### config.mk
export PLATFORM = sky130hd
export DESIGN_NAME = phase_dev_meas
export DESIGN_NICKNAME = d
export VERILOG_FILES = /design/src/rtl/phase_dev_meas.sv
export SDC_FILE = /design/constraint.sdc
export NUM_CORES = 1
export LEC_CHECK = 0
export ABC_CLOCK_PERIOD_IN_PS = 12400
export CORE_MARGIN = 3
export CORE_UTILIZATION = 60
export CTS_CLUSTER_SIZE = 30
export DETAILED_ROUTE_END_ITERATION = 12
export PLACE_DENSITY = 0.8
export SLEW_MARGIN = 20
export SYNTH_ARGS = -nofsm -noshare
export SYNTH_HDL_FRONTEND = slang
export SYNTH_SLANG_ARGS = --single-unit
### constraint.sdc
create_clock -name clk -period 12.4 [get_ports clk]
set_input_delay 1.24 -clock clk [delete_from_list [all_inputs] [get_ports clk]]
set_output_delay 1.24 -clock clk [all_outputs]
set_load 0.005 [all_outputs]
### src/rtl/phase_dev_meas.sv
// Phase deviation meter: per-window peak |phase| or half peak-to-peak, averaged over a
// group of windows. Two-stage result pipeline so sampling never stalls.
module phase_dev_meas #(
    parameter int unsigned PHASE_WIDTH = 32,
    parameter int unsigned WIN_LOG2    = 12,
    parameter int unsigned AVG_LOG2    = 2
) (
    input  logic                   clk,
    input  logic                   rst,
    input  logic                   clear,
    input  logic                   in_valid,
    input  logic [PHASE_WIDTH-1:0] phase_in,
    input  logic                   mode,
    output logic [PHASE_WIDTH-1:0] dev_out,
    output logic                   dev_valid,
    output logic                   win_busy
);

    localparam int unsigned PW = PHASE_WIDTH;
    localparam int unsigned CW = (WIN_LOG2 > 0) ? WIN_LOG2 : 1;
    localparam int unsigned GW = (AVG_LOG2 > 0) ? AVG_LOG2 : 1;
    localparam int unsigned AW = PW + AVG_LOG2;

    localparam logic [CW-1:0] WinLast = (WIN_LOG2 > 0) ? {CW{1'b1}} : '0;
    localparam logic [GW-1:0] GrpLast = (AVG_LOG2 > 0) ? {GW{1'b1}} : '0;

    logic [CW-1:0]        win_cnt_q, win_cnt_d;
    logic [GW-1:0]        grp_cnt_q, grp_cnt_d;
    logic signed [PW-1:0] max_q, max_d, min_q, min_d;
    logic                 mode_q, mode_d;
    logic                 busy_q, busy_d;
    logic                 close_q, close_d;
    logic                 close_mode_q, close_mode_d;
    logic                 close_last_q, close_last_d;
    logic [PW-1:0]        res_q, res_d;
    logic                 res_vld_q, res_vld_d;
    logic                 res_last_q, res_last_d;
    logic [AW-1:0]        acc_q, acc_d;
    logic [PW-1:0]        dev_q, dev_d;
    logic                 dev_vld_q, dev_vld_d;

    logic signed [PW-1:0] phase_s;
    logic                 win_first, win_close, grp_first, grp_close, mode_eff;
    logic [PW-1:0]        max_mag, min_mag, peak_mag;
    logic [PW:0]          diff;
    logic [AW-1:0]        acc_sum;

    assign phase_s   = phase_in;
    assign win_first = (win_cnt_q == '0);
    assign win_close = (win_cnt_q == WinLast);
    assign grp_first = (grp_cnt_q == '0);
    assign grp_close = (grp_cnt_q == GrpLast);
    // Mode is sampled only on the very first sample of a group.
    assign mode_eff  = (win_first && grp_first) ? mode : mode_q;

    // Window collection: counter, running extremes, latched mode, busy flag.
    always_comb begin
        win_cnt_d    = win_cnt_q;
        grp_cnt_d    = grp_cnt_q;
        max_d        = max_q;
        min_d        = min_q;
        mode_d       = mode_q;
        busy_d       = busy_q;
        close_d      = 1'b0;
        close_mode_d = close_mode_q;
        close_last_d = close_last_q;
        if (clear) begin
            win_cnt_d = '0;
            grp_cnt_d = '0;
            busy_d    = 1'b0;
        end else if (in_valid) begin
            win_cnt_d = win_close ? '0 : win_cnt_q + CW'(1);
            max_d     = (win_first || phase_s > max_q) ? phase_s : max_q;
            min_d     = (win_first || phase_s < min_q) ? phase_s : min_q;
            mode_d    = mode_eff;
            busy_d    = !win_close;
            if (win_close) begin
                close_d      = 1'b1;
                close_mode_d = mode_eff;
                close_last_d = grp_close;
                grp_cnt_d    = grp_close ? '0 : grp_cnt_q + GW'(1);
            end
        end
    end

    // Stage 1: window result from the closed window's extremes.
    always_comb begin
        max_mag  = max_q[PW-1] ? (~max_q + PW'(1)) : max_q;
        min_mag  = min_q[PW-1] ? (~min_q + PW'(1)) : min_q;
        peak_mag = (max_mag > min_mag) ? max_mag : min_mag;
        diff     = {max_q[PW-1], max_q} - {min_q[PW-1], min_q};
        res_d      = close_q ? (close_mode_q ? diff[PW:1] : peak_mag) : res_q;
        res_vld_d  = close_q && !clear;
        res_last_d = close_last_q;
    end

    // Stage 2: accumulate and emit the group mean.
    always_comb begin
        acc_sum   = acc_q + AW'(res_q);
        acc_d     = acc_q;
        dev_d     = dev_q;
        dev_vld_d = 1'b0;
        if (clear) begin
            acc_d = '0;
        end else if (res_vld_q) begin
            if (res_last_q) begin
                dev_d     = PW'(acc_sum >> AVG_LOG2);
                dev_vld_d = 1'b1;
                acc_d     = '0;
            end else begin
                acc_d = acc_sum;
            end
        end
    end

    always_ff @(posedge clk or negedge rst) begin
        if (!rst) begin
            win_cnt_q    <= '0;
            grp_cnt_q    <= '0;
            max_q        <= '0;
            min_q        <= '0;
            mode_q       <= 1'b0;
            busy_q       <= 1'b0;
            close_q      <= 1'b0;
            close_mode_q <= 1'b0;
            close_last_q <= 1'b0;
            res_q        <= '0;
            res_vld_q    <= 1'b0;
            res_last_q   <= 1'b0;
            acc_q        <= '0;
            dev_q        <= '0;
            dev_vld_q    <= 1'b0;
        end else begin
            win_cnt_q    <= win_cnt_d;
            grp_cnt_q    <= grp_cnt_d;
            max_q        <= max_d;
            min_q        <= min_d;
            mode_q       <= mode_d;
            busy_q       <= busy_d;
            close_q      <= close_d;
            close_mode_q <= close_mode_d;
            close_last_q <= close_last_d;
            res_q        <= res_d;
            res_vld_q    <= res_vld_d;
            res_last_q   <= res_last_d;
            acc_q        <= acc_d;
            dev_q        <= dev_d;
            dev_vld_q    <= dev_vld_d;
        end
    end

    assign dev_out   = dev_q;
    assign dev_valid = dev_vld_q;
    assign win_busy  = busy_q;

endmodule

==> Yosys cells after proc, flatten, opt, wreduce, memory -nomap -nowiden <==
Cells that the tools add are included.
W data, S select, Z words.
{ "word_totals": {"regBits": 184, "elab_cells": 69, "in_bits": 37, "out_inout_bits": 34} }
{ "classes": {"order_cmp": 3, "muxes": 23, "reduce_logical": 17, "bitwise_logic": 3, "n_eq_ne": 2, "n_addsub": 6} }
{ "ops": {"columns": ["op", "count"], "rows": [
  ["$mux W32", 4],
  ["$mux W34", 3],
  ["$add A32 B2 Y32 const B", 2],
  ["$gt A32 B32 Y1", 2],
  ["$not A32 Y32", 2],
  ["$mux W12", 3],
  ["$add A34 B32 Y34", 1],
  ["$sub A32 B32 Y33", 1],
  ["$lt A32 B32 Y1", 1],
  ["$add A12 B1 Y12 const B", 1],
  ["$eq A12 B12 Y1 const B", 1],
  ["$logic_not A12 Y1", 1],
  ["$reduce_and A3 Y1", 4],
  ["$mux W1", 9],
  ["$mux W2", 4],
  ["$reduce_bool A2 Y1", 3],
  ["$reduce_and A2 Y1", 2],
  ["$add A2 B1 Y2 const B", 1],
  ["$eq A2 B2 Y1 const B", 1],
  ["$logic_and A1 B1 Y1", 2],
  ["$logic_not A1 Y1", 2],
  ["$logic_not A2 Y1", 1],
  ["$logic_or A1 B1 Y1", 2],
  ["$not A1 Y1", 1]
]} }

==> Depth between registers and ports, before layout <==
{ "depth": {"ltp_word": 6, "depth_mapped": 20, "mapped_depth_nobuf": 18} }

==> Least setup slack after synthesis <==
OpenSTA, ideal clock, no wires.
{ "synth_timing": {"kind": "register to register", "startpoint": "register max_q[11]", "endpoint": "register res_q[20]", "setup_ns": 0.137, "n_path_buf": 2, "required_time_ns": 12.263, "setup_slack_ns": 7.853, "stages_incl_launch_ff": 19, "period_less_slack_ns": 4.547, "arrival_time_ns": 4.410, "cell_sequence": "dfrtp_1 > or4_1 > or3_1 > or3_1 > nand2b_1 > o41ai_2 > xnor2_1 > inv_1 > ha_1 > nand4_1 > nor2_1 > nand2_1 > a41o_1 > a21oi_1 > buf_2 > buf_1 > mux2i_1 > a22oi_1 > o21ai_0"} }
{ "synth_via": {"elab_chain_cells": 6, "word_cells_on_any_way": 7, "classes_between": "2 x add/sub; 1 x order compare; 3 x mux; 1 x bitwise"} }
{ "synth_rtl": {"columns": ["item", "line_no", "text"], "rows": [
  ["start: declaration", "29", "logic signed [PW-1:0] max_q, max_d, min_q, min_d;"],
  ["start signal: assignment", "136", "max_q <= max_d;"],
  ["$not A32 Y32", "88", "max_mag = max_q[PW-1] ? (~max_q + PW'(1)) : max_q;"],
  ["$add A32 B2 Y32", "88", null],
  ["$mux W32", "88", null],
  ["$gt A32 B32 Y1", "90", "peak_mag = (max_mag > min_mag) ? max_mag : min_mag;"],
  ["$mux W32", "90", null],
  ["$mux W32 (*)", "92", "res_d = close_q ? (close_mode_q ? diff[PW:1] : peak_mag) : res_q;"],
  ["end signal: assignment", "143", "res_q <= res_d;"],
  ["end: declaration", "35", "logic [PW-1:0] res_q, res_d;"]
]} }
Every way passes the cells marked *; elsewhere a longest branch is shown, timed or not.
A chain may end at the register's enable or synchronous reset.

==> Worst setup path after layout <==
{ "layout_timing": {"startpoint": "register max_q[2]", "endpoint": "register res_q[31]"} }
Same word-level chain as after synthesis.

==> flow_summary.json <==
{
  "run_status": "finished, final reports clean",
  "antenna_found_initial": 0,
  "reg2reg_from": "max_q[2]",
  "seq_area_frac_synth": 0.3208,
  "rsz0062_at_grt": "false",
  "period_minus_slack_ns": 5.050,
  "max_slew_margin": 0.4029,
  "routed_wirelength_mm": 36.58,
  "first_pass_iters": 6,
  "clock_path_buffers": 2,
  "power.leakage_uw": 0.007743,
  "cp_slowest_cell": "nor4_2",
  "pwr-share-clk": 0.213,
  "worstHoldPathCells": 0,
  "clock_sinks": 184,
  "final_area_um2": 16010,
  "slew_viol_final": 0,
  "internal_power_uw": 1629,
  "maxCapViolations": 0,
  "setup_tns_ns": 0,
  "cts_root_buf": "clkbuf_16",
  "power_frac_comb": 0.525,
  "cp_slowest_stage_delay_ns": 0.71,
  "ys_ff_latch": 184,
  "reg2reg_to": "res_q[31]",
  "crit_chain": "nor4_2, nand3_1, or4b_1, o21ai_0, xnor2_1, inv_1, ha_1, a21o_1, a21o_1, a21oi_1, o21ai_0, a21oi_1, a21oi_4, buf_4, or2_1, a211o_1, o221ai_2",
  "fin_util": 0.6943,
  "worst-r2r-setup-slack_ns": 7.35,
  "viasPerCell": 6.250,
  "power.switching_uw": 1242,
  "p_sw_frac": 0.4327,
  "cts_tree": "yes",
  "crit_fanout": 42,
  "ioPinCount": 71,
  "synth_top_flop_cell": "dfrtp_1",
  "synth-edff-count": 0,
  "syn_nets": 1754,
  "post_drt_wl_per_cell_um": 19.01,
  "cts_buffers": 17,
  "drive_gt1_frac": 0.09373,
  "critical_path.top_delay_family": "simple AND/OR/NAND/NOR gates",
  "ys_async_sr_fraction": 1.000,
  "fin_skew_ns": 0.01505,
  "routed-via-count": 12025,
  "syn_avg_cell_area_um2": 9.255,
  "required_ns": 12.75,
  "die_w_um": 160.7,
  "drt_iter0_drc": 1066,
  "holdPathEnd": "res_last_q",
  "clk_pin_slew_worst_paths_ns": 0.08,
  "core_um2": 23050,
  "final_nets": 1801,
  "criticalPathCategory": "reg -> reg",
  "postCtsResizedCells": 0,
  "dp_hpwl_mm": 27.72,
  "hold_path.class": "reg -> reg",
  "syn_area_um2": 14360,
  "clock_latency_ns": 0.44,
  "antenna_cells": 0,
  "clock.fmax_ghz": 0.1980,
  "grt_pass1_vias": 11444,
  "initial_utilization": 0.6227,
  "die_y_um": 160.7,
  "ctsHoldBuffers": 0,
  "grt_max_degree": 107,
  "start_kind": "flip-flop",
  "placed_cell_area_um2": 15350,
  "cp.arrival_ns": 5.41,
  "ant_nets": 0,
  "ys_types": 72,
  "crit_path_end_kind": "flip-flop",
  "critical_path_buf_inv_count": 2,
  "routabilityCongestion": 0.9374,
  "power_frac_seq": 0.262,
  "fin_crit_sh": 0.4073,
  "setup_viol": 0,
  "route.detailed.drc": 0,
  "tightest_slew_ns": 0.8956,
  "portBuffers": 70,
  "synth_cells": 1551,
  "htreeDepth": 4,
  "finalHoldViolations": 0,
  "yosys_warnings": 0,
  "fp-row-count": 55,
  "fp.dieArea_um2": 25820,
  "grt_pass1_wl_mm": 59.82,
  "track_usage": 0.2843,
  "hp-start": "close_last_q",
  "postCtsSetupRepairBufs": 0,
  "ir_drop_mv": 0.1140,
  "r2r_cells": 17,
  "pwr_density_cell_nw_per_um2": 179.4,
  "overflow": 0,
  "area_growth_pct": 11.50
}
## metrics by stage
stage / total power [µW] / cells / hold slack (ns) / setup slack, ns
6_report: 2871 / 1924 / 0.3836 / 7.350
3_5_place_dp: 2224 / 1892 / 0.3653 / 7.503
5_1_grt: 3072 / 1924 / 0.4018 / 7.018
3_3_place_gp: 2188 / 1892 / 0.3629 / 7.598
2_1_floorplan: 1853 / 1551 / 0.3501 / 7.853
4_1_cts: 2842 / 1924 / 0.3868 / 7.435
## cells by family after synthesis
kind of cell,Yosys count,synth area share
buffers and inverters,175,0.04585
adder cells (fa/ha/maj),166,0.1457
AND/OR/NAND/NOR,358,0.1257
multiplexers,110,0.08402
XOR/XNOR,121,0.07383
AO/OA/AOI/OAI,437,0.2041
flip-flops,184,0.3208
## synth_stat cells (39+ instances only)
master | count | area [µm²]
a21o_1 | 77 | 578.1
a21oi_1 | 115 | 575.6
clkbuf_1 | 45 | 168.9
dfrtp_1 | 184 | 4604
ha_1 | 164 | 2052
inv_1 | 120 | 450.4
mux2_2 | 84 | 945.9
nand2_1 | 101 | 379.1
nand4_1 | 39 | 244.0
nor2_1 | 86 | 322.8
o21ai_0 | 77 | 385.4
xnor2_1 | 94 | 823.3
## power groups by stage
stage / clock network [µW] / registers, µW / logic, µW
floorplan: 0 / 731 / 1120
global placement: 0 / 753 / 1430
detailed placement: 0 / 758 / 1470
CTS: 618 / 747 / 1480
global route: 645 / 760 / 1670
finish: 611 / 752 / 1510
## how the worst max path moves through the flow
stage / depth (start not counted) / endpoint / start
2_1_floorplan: 18 / res_q[20] / max_q[11]
3_3_place_gp: 17 / res_q[30] / max_q[11]
3_5_place_dp: 16 / res_q[30] / max_q[2]
4_1_cts: 16 / res_q[30] / max_q[2]
5_1_grt: 17 / res_q[31] / max_q[2]
6_report: 17 / res_q[31] / max_q[2]
## state kept, by name, indices dropped and copies added, names as in the netlist
signal        flops
acc_q            34
dev_out          32
max_q            32
min_q            32
res_q            32
win_cnt_q        12
grp_cnt_q         2
close_last_q      1
close_mode_q      1
close_q           1
dev_valid         1
mode_q            1
res_last_q        1
res_vld_q         1
win_busy          1
## cell type report
class                      count  area, µm²
multi-input combinational   1192       9112
fill                        1788       7048
sequential                   184       4604
timing repair buffer          80      783.3
inverter                     123      461.7
clock buffer                  17      425.4
tap                          313      391.6
clock inverter                15      226.5
## cells in the final DEF, fill, tap and decap left out, types with 5 or more instances in the layout
cell / count
dfrtp_1: 184
ha_1: 164
inv_1: 120
a21oi_1: 114
nand2_1: 101
xnor2_1: 94
nor2_1: 85
mux2_2: 84
o21ai_0: 77
a21o_1: 77
clkdlybuf4s50_1: 69
nand4_1: 39
nand3_1: 29
a22o_1: 29
xor2_1: 27
mux2i_1: 26
o31ai_1: 20
clkbuf_16: 17
nand2b_1: 15
nor2b_1: 14
a31oi_1: 13
o211ai_1: 12
and3_1: 11
o41ai_1: 10
o21a_1: 10
a211oi_1: 10
or3_1: 9
o21bai_1: 9
buf_4: 9
nor3_1: 8
nor4_1: 8
nor3b_1: 6
and2_1: 5
a211o_1: 5
a221o_1: 5
## routing by layer
| layer | wire (µm) | vias to the layer above | global-route usage |
|---|---|---|---|
| li1 | - | 5766 | - |
| met2 | 15970 | 435 | 0.4331 |
| met5 | 0 | - | 0 |
| met4 | 774 | 0 | 0.07890 |
| met3 | 2477 | 51 | 0.03508 |
| met1 | 17360 | 5773 | 0.4275 |
No activity file was read; power rests on OpenSTA's default activity.
